## config.mk

```make
export PLATFORM = sky130hd
export DESIGN_NAME = jups_fetch_pc
export DESIGN_NICKNAME = d
export VERILOG_FILES = /design/src/rtl/jups_fetch_pc.sv
export SDC_FILE = /design/constraint.sdc
export NUM_CORES = 1
export LEC_CHECK = 0
export BUFFER_PORTS_ARGS = -buffer_cell sky130_fd_sc_hd__buf_2
export CORE_ASPECT_RATIO = 1.5
export CORE_MARGIN = 2
export CORE_UTILIZATION = 45
export CTS_BUF_LIST = sky130_fd_sc_hd__clkbuf_2 sky130_fd_sc_hd__clkbuf_4 sky130_fd_sc_hd__clkbuf_8
export CTS_CLUSTER_DIAMETER = 80
export DETAILED_ROUTE_END_ITERATION = 12
export PLACE_DENSITY_LB_ADDON = 0.05
export SYNTH_ARGS = -nofsm -noshare
export SYNTH_HDL_FRONTEND = slang
export SYNTH_SLANG_ARGS = --single-unit
export TNS_END_PERCENT = 10
```

## constraint.sdc

```tcl
create_clock -name Clock -period 1.9 [get_ports Clock]
set_input_delay 0.475 -clock Clock [delete_from_list [all_inputs] [get_ports Clock]]
set_output_delay 0.475 -clock Clock [all_outputs]
set_load 0.01 [all_outputs]
```

## src/rtl/jups_fetch_pc.sv

```systemverilog
`default_nettype none
// ============================================================================
// Module      : jups_fetch_pc
// Description : Program counter and front-end stall logic for the JupsCore
//               single-cycle datapath. Holds the instruction address, selects
//               the next PC from the control-unit strobes, and turns the raw
//               board push-button into a synchronised single-cycle press pulse.
//
// Ports
//   Clock        in   1         core clock, rising edge
//   Reset        in   1         asynchronous active-low reset
//   ButtonRaw    in   1         raw push-button, asynchronous, active-high
//   Halt         in   1         hold PC (highest priority)
//   Jump         in   1         absolute jump to Target (also set for jal)
//   Jal          in   1         jump-and-link; affects only the link path
//   Jr           in   1         jump to RegTarget
//   branch       in   1         conditional branch, taken when Zero is high
//   Zero         in   1         ALU equality flag
//   Target       in   PC_WIDTH  immediate jump/branch target
//   RegTarget    in   PC_WIDTH  register value for jr
//   PC           out  PC_WIDTH  current instruction address (registered)
//   LinkAddr     out  PC_WIDTH  PC+1, combinational, modulo 2^PC_WIDTH
//   ButtonPulse  out  1         one-cycle press pulse (control-unit Button)
//   Halted       out  1         Halt value sampled at the previous edge
//
// Configuration
//   JUPS_DEBOUNCE_EN  defined   : ARM/HELD counter FSM with DEB_CYCLES
//                     undefined : no counter, behaves as DEB_CYCLES = 1
//
// Revision    : 1.0 - initial release
// ============================================================================

module jups_fetch_pc #(
    parameter int          PC_WIDTH   = 10,
    parameter int unsigned RESET_PC   = 0,
    parameter int          DEB_CYCLES = 16
) (
    input  logic                Clock,
    input  logic                Reset,
    input  logic                ButtonRaw,
    input  logic                Halt,
    input  logic                Jump,
    input  logic                Jal,
    input  logic                Jr,
    input  logic                branch,
    input  logic                Zero,
    input  logic [PC_WIDTH-1:0] Target,
    input  logic [PC_WIDTH-1:0] RegTarget,
    output logic [PC_WIDTH-1:0] PC,
    output logic [PC_WIDTH-1:0] LinkAddr,
    output logic                ButtonPulse,
    output logic                Halted
);

    localparam logic [PC_WIDTH-1:0] c_RESET_PC = PC_WIDTH'(RESET_PC);

    localparam logic [1:0] c_ST_IDLE = 2'd0;
    localparam logic [1:0] c_ST_HELD = 2'd2;

    // ------------------------------------------------------------------------
    // Program counter
    // ------------------------------------------------------------------------
    logic [PC_WIDTH-1:0] r_pc;
    logic [PC_WIDTH-1:0] w_pc_inc;
    logic [PC_WIDTH-1:0] w_pc_next;
    logic                r_halted;

    // Jal selects the return-register write elsewhere; the PC source is Jump.
    logic w_unused_jal;
    assign w_unused_jal = Jal;

    assign w_pc_inc = r_pc + PC_WIDTH'(1);

    always_comb begin
        w_pc_next = w_pc_inc;
        if (Halt) begin
            w_pc_next = r_pc;
        end else if (Jr) begin
            w_pc_next = RegTarget;
        end else if (Jump) begin
            w_pc_next = Target;
        end else if (branch && Zero) begin
            w_pc_next = Target;
        end
    end

    always_ff @(posedge Clock or negedge Reset) begin
        if (!Reset) begin
            r_pc     <= c_RESET_PC;
            r_halted <= 1'b0;
        end else begin
            r_pc     <= w_pc_next;
            r_halted <= Halt;
        end
    end

    assign PC       = r_pc;
    assign LinkAddr = w_pc_inc;
    assign Halted   = r_halted;

    // ------------------------------------------------------------------------
    // Button synchroniser
    // ------------------------------------------------------------------------
    logic r_sync1;
    logic r_sync2;

    always_ff @(posedge Clock or negedge Reset) begin
        if (!Reset) begin
            r_sync1 <= 1'b0;
            r_sync2 <= 1'b0;
        end else begin
            r_sync1 <= ButtonRaw;
            r_sync2 <= r_sync1;
        end
    end

    // ------------------------------------------------------------------------
    // Press detector
    // ------------------------------------------------------------------------
    logic [1:0] r_state;
    logic       r_pulse;

`ifdef JUPS_DEBOUNCE_EN
    localparam logic [1:0] c_ST_ARM = 2'd1;
    localparam int c_CNT_W = (DEB_CYCLES > 2) ? $clog2(DEB_CYCLES) : 1;
    // The IDLE edge that first sees s2 high is the first stable sample, so
    // ARM needs DEB_CYCLES-1 further samples: it fires when the count that
    // started at zero on entry has reached DEB_CYCLES-2.
    localparam logic [c_CNT_W-1:0] c_ARM_LAST  = c_CNT_W'(DEB_CYCLES - 2);
    // HELD clears the count on entry and needs DEB_CYCLES low samples.
    localparam logic [c_CNT_W-1:0] c_HELD_LAST = c_CNT_W'(DEB_CYCLES - 1);

    logic [c_CNT_W-1:0] r_cnt;

    always_ff @(posedge Clock or negedge Reset) begin
        if (!Reset) begin
            r_state <= c_ST_IDLE;
            r_cnt   <= '0;
            r_pulse <= 1'b0;
        end else begin
            r_pulse <= 1'b0;
            case (r_state)
                c_ST_IDLE: begin
                    if (r_sync2) begin
                        r_state <= c_ST_ARM;
                        r_cnt   <= '0;
                    end
                end
                c_ST_ARM: begin
                    if (!r_sync2) begin
                        r_state <= c_ST_IDLE;
                        r_cnt   <= '0;
                    end else if (r_cnt == c_ARM_LAST) begin
                        r_state <= c_ST_HELD;
                        r_cnt   <= '0;
                        r_pulse <= 1'b1;
                    end else begin
                        r_cnt <= r_cnt + c_CNT_W'(1);
                    end
                end
                c_ST_HELD: begin
                    if (r_sync2) begin
                        r_cnt <= '0;
                    end else if (r_cnt == c_HELD_LAST) begin
                        r_state <= c_ST_IDLE;
                        r_cnt   <= '0;
                    end else begin
                        r_cnt <= r_cnt + c_CNT_W'(1);
                    end
                end
                default: begin
                    r_state <= c_ST_IDLE;
                    r_cnt   <= '0;
                end
            endcase
        end
    end
`else
    // Without the counter the threshold is effectively one cycle.
    localparam int c_unused_deb_cycles = DEB_CYCLES;

    always_ff @(posedge Clock or negedge Reset) begin
        if (!Reset) begin
            r_state <= c_ST_IDLE;
            r_pulse <= 1'b0;
        end else begin
            r_pulse <= 1'b0;
            case (r_state)
                c_ST_IDLE: begin
                    if (r_sync2) begin
                        r_state <= c_ST_HELD;
                        r_pulse <= 1'b1;
                    end
                end
                c_ST_HELD: begin
                    if (!r_sync2) begin
                        r_state <= c_ST_IDLE;
                    end
                end
                default: begin
                    r_state <= c_ST_IDLE;
                end
            endcase
        end
    end
`endif

    assign ButtonPulse = r_pulse;

endmodule

`default_nettype wire

```

---- Word level (Yosys, flattened, before mapping) ----
Index checks and enable logic that the tools add are counted.
word-level totals
  output and inout bits ................... 22
  word-level logic and storage cells ...... 21
  register bits ........................... 16
cells by class
  reduce and logical (&&, ||, !) cells .... 3
  equality and inequality tests ........... 3
  muxes and demuxes ....................... 8
  $add $sub $neg .......................... 1
operators with widths
  operator                                                         number
  10-bit two-way mux                                               3
  10-bit by 1-bit adder with 10-bit output, second input constant  1
  2-bit two-way mux                                                2
  2-bit != test, second input constant                             2
  2-bit one-hot mux with 2 select lines                            1
  2-bit equality test, second input constant                       1
  2-bit zero test                                                  1
  1-bit two-way mux                                                2
  2-bit AND reduction                                              1
  1-bit logical AND                                                1

---- Depth between registers and ports, before layout ----
  depth after elaboration ................. 4
  mapped depth ............................ 5
  depth with buffers taken out ............ 5

---- Worst setup path before layout ----
Ideal clock, no wire load.
  path type ............................... register -> output
  start ................................... register r_pc[0] (netlist: PC[0])
  end ..................................... output port LinkAddr[6]
  cell stages (with the launch flop) ...... 5
  setup slack ............................. 0.194 ns
  arrival time ............................ 1.231 ns
  required time ........................... 1.425 ns
  buffers on the path ..................... 0
  path through ............................ dfrtp_1 ha_1 inv_1 or3_1 nand2_1
on the way
  cells in the longest elaborated chain, start to end .. 1
RTL lines
  element                                   RTL line  text
  start: declaration                        63        logic [PC_WIDTH-1:0] r_pc;
  start signal: assignment                  89        r_pc <= c_RESET_PC;
  start signal: assignment                  92        r_pc <= w_pc_next;
  10-bit by 1-bit adder with 10-bit output  72        assign w_pc_inc = r_pc + PC_WIDTH'(1);
  end: declaration                          50        output logic [PC_WIDTH-1:0] LinkAddr,
Every way passes these cells.

---- Worst setup path after layout ----
  start ................................... register r_pc[2] (netlist: PC[2])
  end ..................................... output port LinkAddr[5]
The elaborated chain is that of the path after synthesis.

==> qor.yml <==
synth:
  synth_edf_count: 0
  seq_area_frac_synth_pct: 40.7
  async_flop_share_pct: 100
  syn_area_um2: 923
  ys_types: 32
  synth.area.top_cells: "dfrtp_1, nand2_1, o211ai_1"
  syn_avg_cell_area_um2: 8.96
  ys_warn_count: 0
  yosysTopAreaCell: "dfrtp_1"
  synth_top_area_share_pct: 40.7
  synth_nets: 134
  synthFlopType: "dfrtp_1"
  ys_ff_latch: 15
  syn_inst: 103
place:
  dp.cells: 175
  place_area_um2: 1220
  io_buffer_count: 49
  dp_hpwl_um: 1830
  gp_congestion: 0.745
critical_path:
  crit_path_max_incr_delay_ns: 0.45
  r2r_start: "PC[2]"
  path_delay_family: "simple AND/OR/NAND/NOR gates"
  cp_data_arrival_time_ns: 1.51
  r2r_cells: 5
  critPathCaptureType: "primary output"
  path_max_fanout: 6
  crit_slowest_cell: "dfrtp_1"
  rrSetupSlack_ns: 0.33
  cp_cell_sequence: "buf_6 -> nand3_2 -> or3_4 -> nand2_1 -> buf_2"
  worstReg2RegEnd: "PC[5]"
  crit_type: "reg2out"
  crit_required_ns: 1.42
  cp-start-kind: "register"
  cp_num_buf_inv: 2
pwr:
  leakage_nw: 0.711
  irDropWorstVdd_uv: 531
  powerDensity_nw_per_um2: 768
grt:
  grt_overflow_total: 0
  grt_max_degree: 22
  grt_pass1_vias: 933
  grt_pass1_wl_um: 3970
  grtUsageTotal_pct: 23.5
  antenna_found_initial: 0
sta:
  fin_ws_ns: -0.0891
  period_needed_ns: 1.99
  hold_viol_final: 0
  rsz0062_at_grt: "true"
  max_freq_mhz: 503
  skew_ns: 0.00417
  slew_violations: 0
  finalCritPeriodShare_pct: 105
  relSlewSlack_pct: 75.6
  tightest_slew_ns: 0.357
  finalSetupViolCount: 4
  setup-tns-final_ns: -0.293
layout:
  fillers: 153
  drive_above_1_share_pct: 55.4
  n_antenna_cell: 0
  synthToLayoutAreaGrowth_pct: 57.5
  fin_area_um2: 1450
  fin_nets: 200
  final_util_pct: 73.5
  layout.cells.non_filler: 190
status:
  status: "finished, violations left"
  violations: "negative setup slack"
clocking:
  cts_root_buf: "clkbuf_4"
  cts_tree: "done"
  ctsHoldBuffers: 0
  clk_latency_ns: 0.29
  clkSinkCount: 15
  htreeDepth: 1
  cts_made_buffers: 3
  clk_path_buf_depth: 2
  clkTransAtPathRegs_ns: 0.11
detailed_routing:
  routed-via-count: 1069
  vias_per_cell: 5.63
  wire_per_inst_um: 14.9
  drt_iter0_markers: 24
  first_pass_iters: 4
  antenna_left: 0
  wl_um: 2840
  drc: 0
die:
  initial_utilization_pct: 46.7
  ios: 51
  core_area_um2: 1980
  row_count: 20
  die_w_um: 41.0
  die_y_um: 59.5
  dieArea_um2: 2440
min_path:
  hold_class: "in2async"
job:
  maxCapViolations: 0
[layout by cell type, fill, tap and decap left out, drive strengths merged, types with 2 or more instances in the layout]
cell type,Yosys,routed
a211oi,2,2
a21oi,6,6
a311o,2,2
buf,1,66
clkbuf,4,3
dfrtp,15,15
ha,2,2
inv,4,4
mux2,2,2
mux2i,2,2
nand2,13,13
nand2b,4,4
nand3,6,6
nor2,7,7
nor2b,2,2
o211ai,5,5
o21ai,6,6
or3,2,2
xnor2,4,4
xor2,3,3
[what timing repair did]
action                                  in CTS  in global routing
setup buffers                                4                  7
cloned                                       0                  0
endpoints found under the setup margin       5                  7
gates resized for setup                      9                 17
hold endpoints to repair                     0                  0
pin swaps                                    6                  8
[flip-flops by register name (all words and copies together) (netlist names)]
register / flops
PC: 10
ButtonPulse: 1
Halted: 1
r_state: 1
r_sync1: 1
r_sync2: 1
[where the power goes]
part           internal [W]  total (W)  switching (W)
Combinational      0.000253   0.000493       0.000240
Sequential         0.000373   0.000425      0.0000523
Clock             0.0000798   0.000198       0.000118
[synthesized netlist by cell type, drive strengths merged (2+ instances only)]
cell type and number:
mux2 2, xor2 3, o211ai 5, clkbuf 4, a211oi 2, nand2b 4
inv 4, nand3 6, or3 2, nor2 7, a21oi 6, dfrtp 15
o21ai 6, nand2 13, nor2b 2, xnor2 4, a311o 2, ha 2
mux2i 2
[how the worst max path moves through the flow]
stage / start / to / depth (start not counted)
after CTS: PC[5] / LinkAddr[9] / 4
after detailed placement: PC[0] / LinkAddr[6] / 5
final: PC[2] / LinkAddr[5] / 5
after global placement: PC[0] / LinkAddr[6] / 5
after floorplan: PC[0] / LinkAddr[6] / 4
after global routing: PC[0] / LinkAddr[8] / 5
[kinds of logic after synthesis]
logic type / Yosys count / synth area share, %
AND/OR/NAND/NOR: 37 / 19.4
AO/OA/AOI/OAI: 29 / 22.4
multiplexers: 4 / 4.61
adder cells (fa/ha/maj): 2 / 2.71
flip-flops: 15 / 40.7
buffers and inverters: 9 / 3.66
XOR/XNOR: 7 / 6.64
[cell type report]
type | instances | area [um^2] | share of cell area [%]
clock buffer | 3 | 22.5 | 1.55
clock inverter | 1 | 7.51 | 0.516
inverter | 4 | 15.0 | 1.03
multi-input combinational | 79 | 604 | 41.6
sequential | 15 | 379 | 26.1
tap | 22 | 27.5 | 1.89
timing repair buffer | 66 | 398 | 27.4
[through the flow]
stage               power (W)  setup WS, ns  hold slack [ns]
floorplan            0.000633         0.194            0.179
global placement     0.000792        0.0917            0.334
detailed placement   0.000805        0.0868            0.336
CTS                   0.00104       -0.0990           0.0906
global route          0.00119        -0.140           0.0909
finish                0.00112       -0.0891           0.0734
[per-layer routing]
metal / global-route usage (%) / wire [um] / up-vias
met5: 0 / 0 / -
met3: 2.63 / 196 / 6
met1: 29.2 / 1040 / 520
met2: 40.0 / 1540 / 45
li1: - / - / 498
met4: 7.62 / 65 / 0
Note: power is estimated with default switching activity, not from simulation.
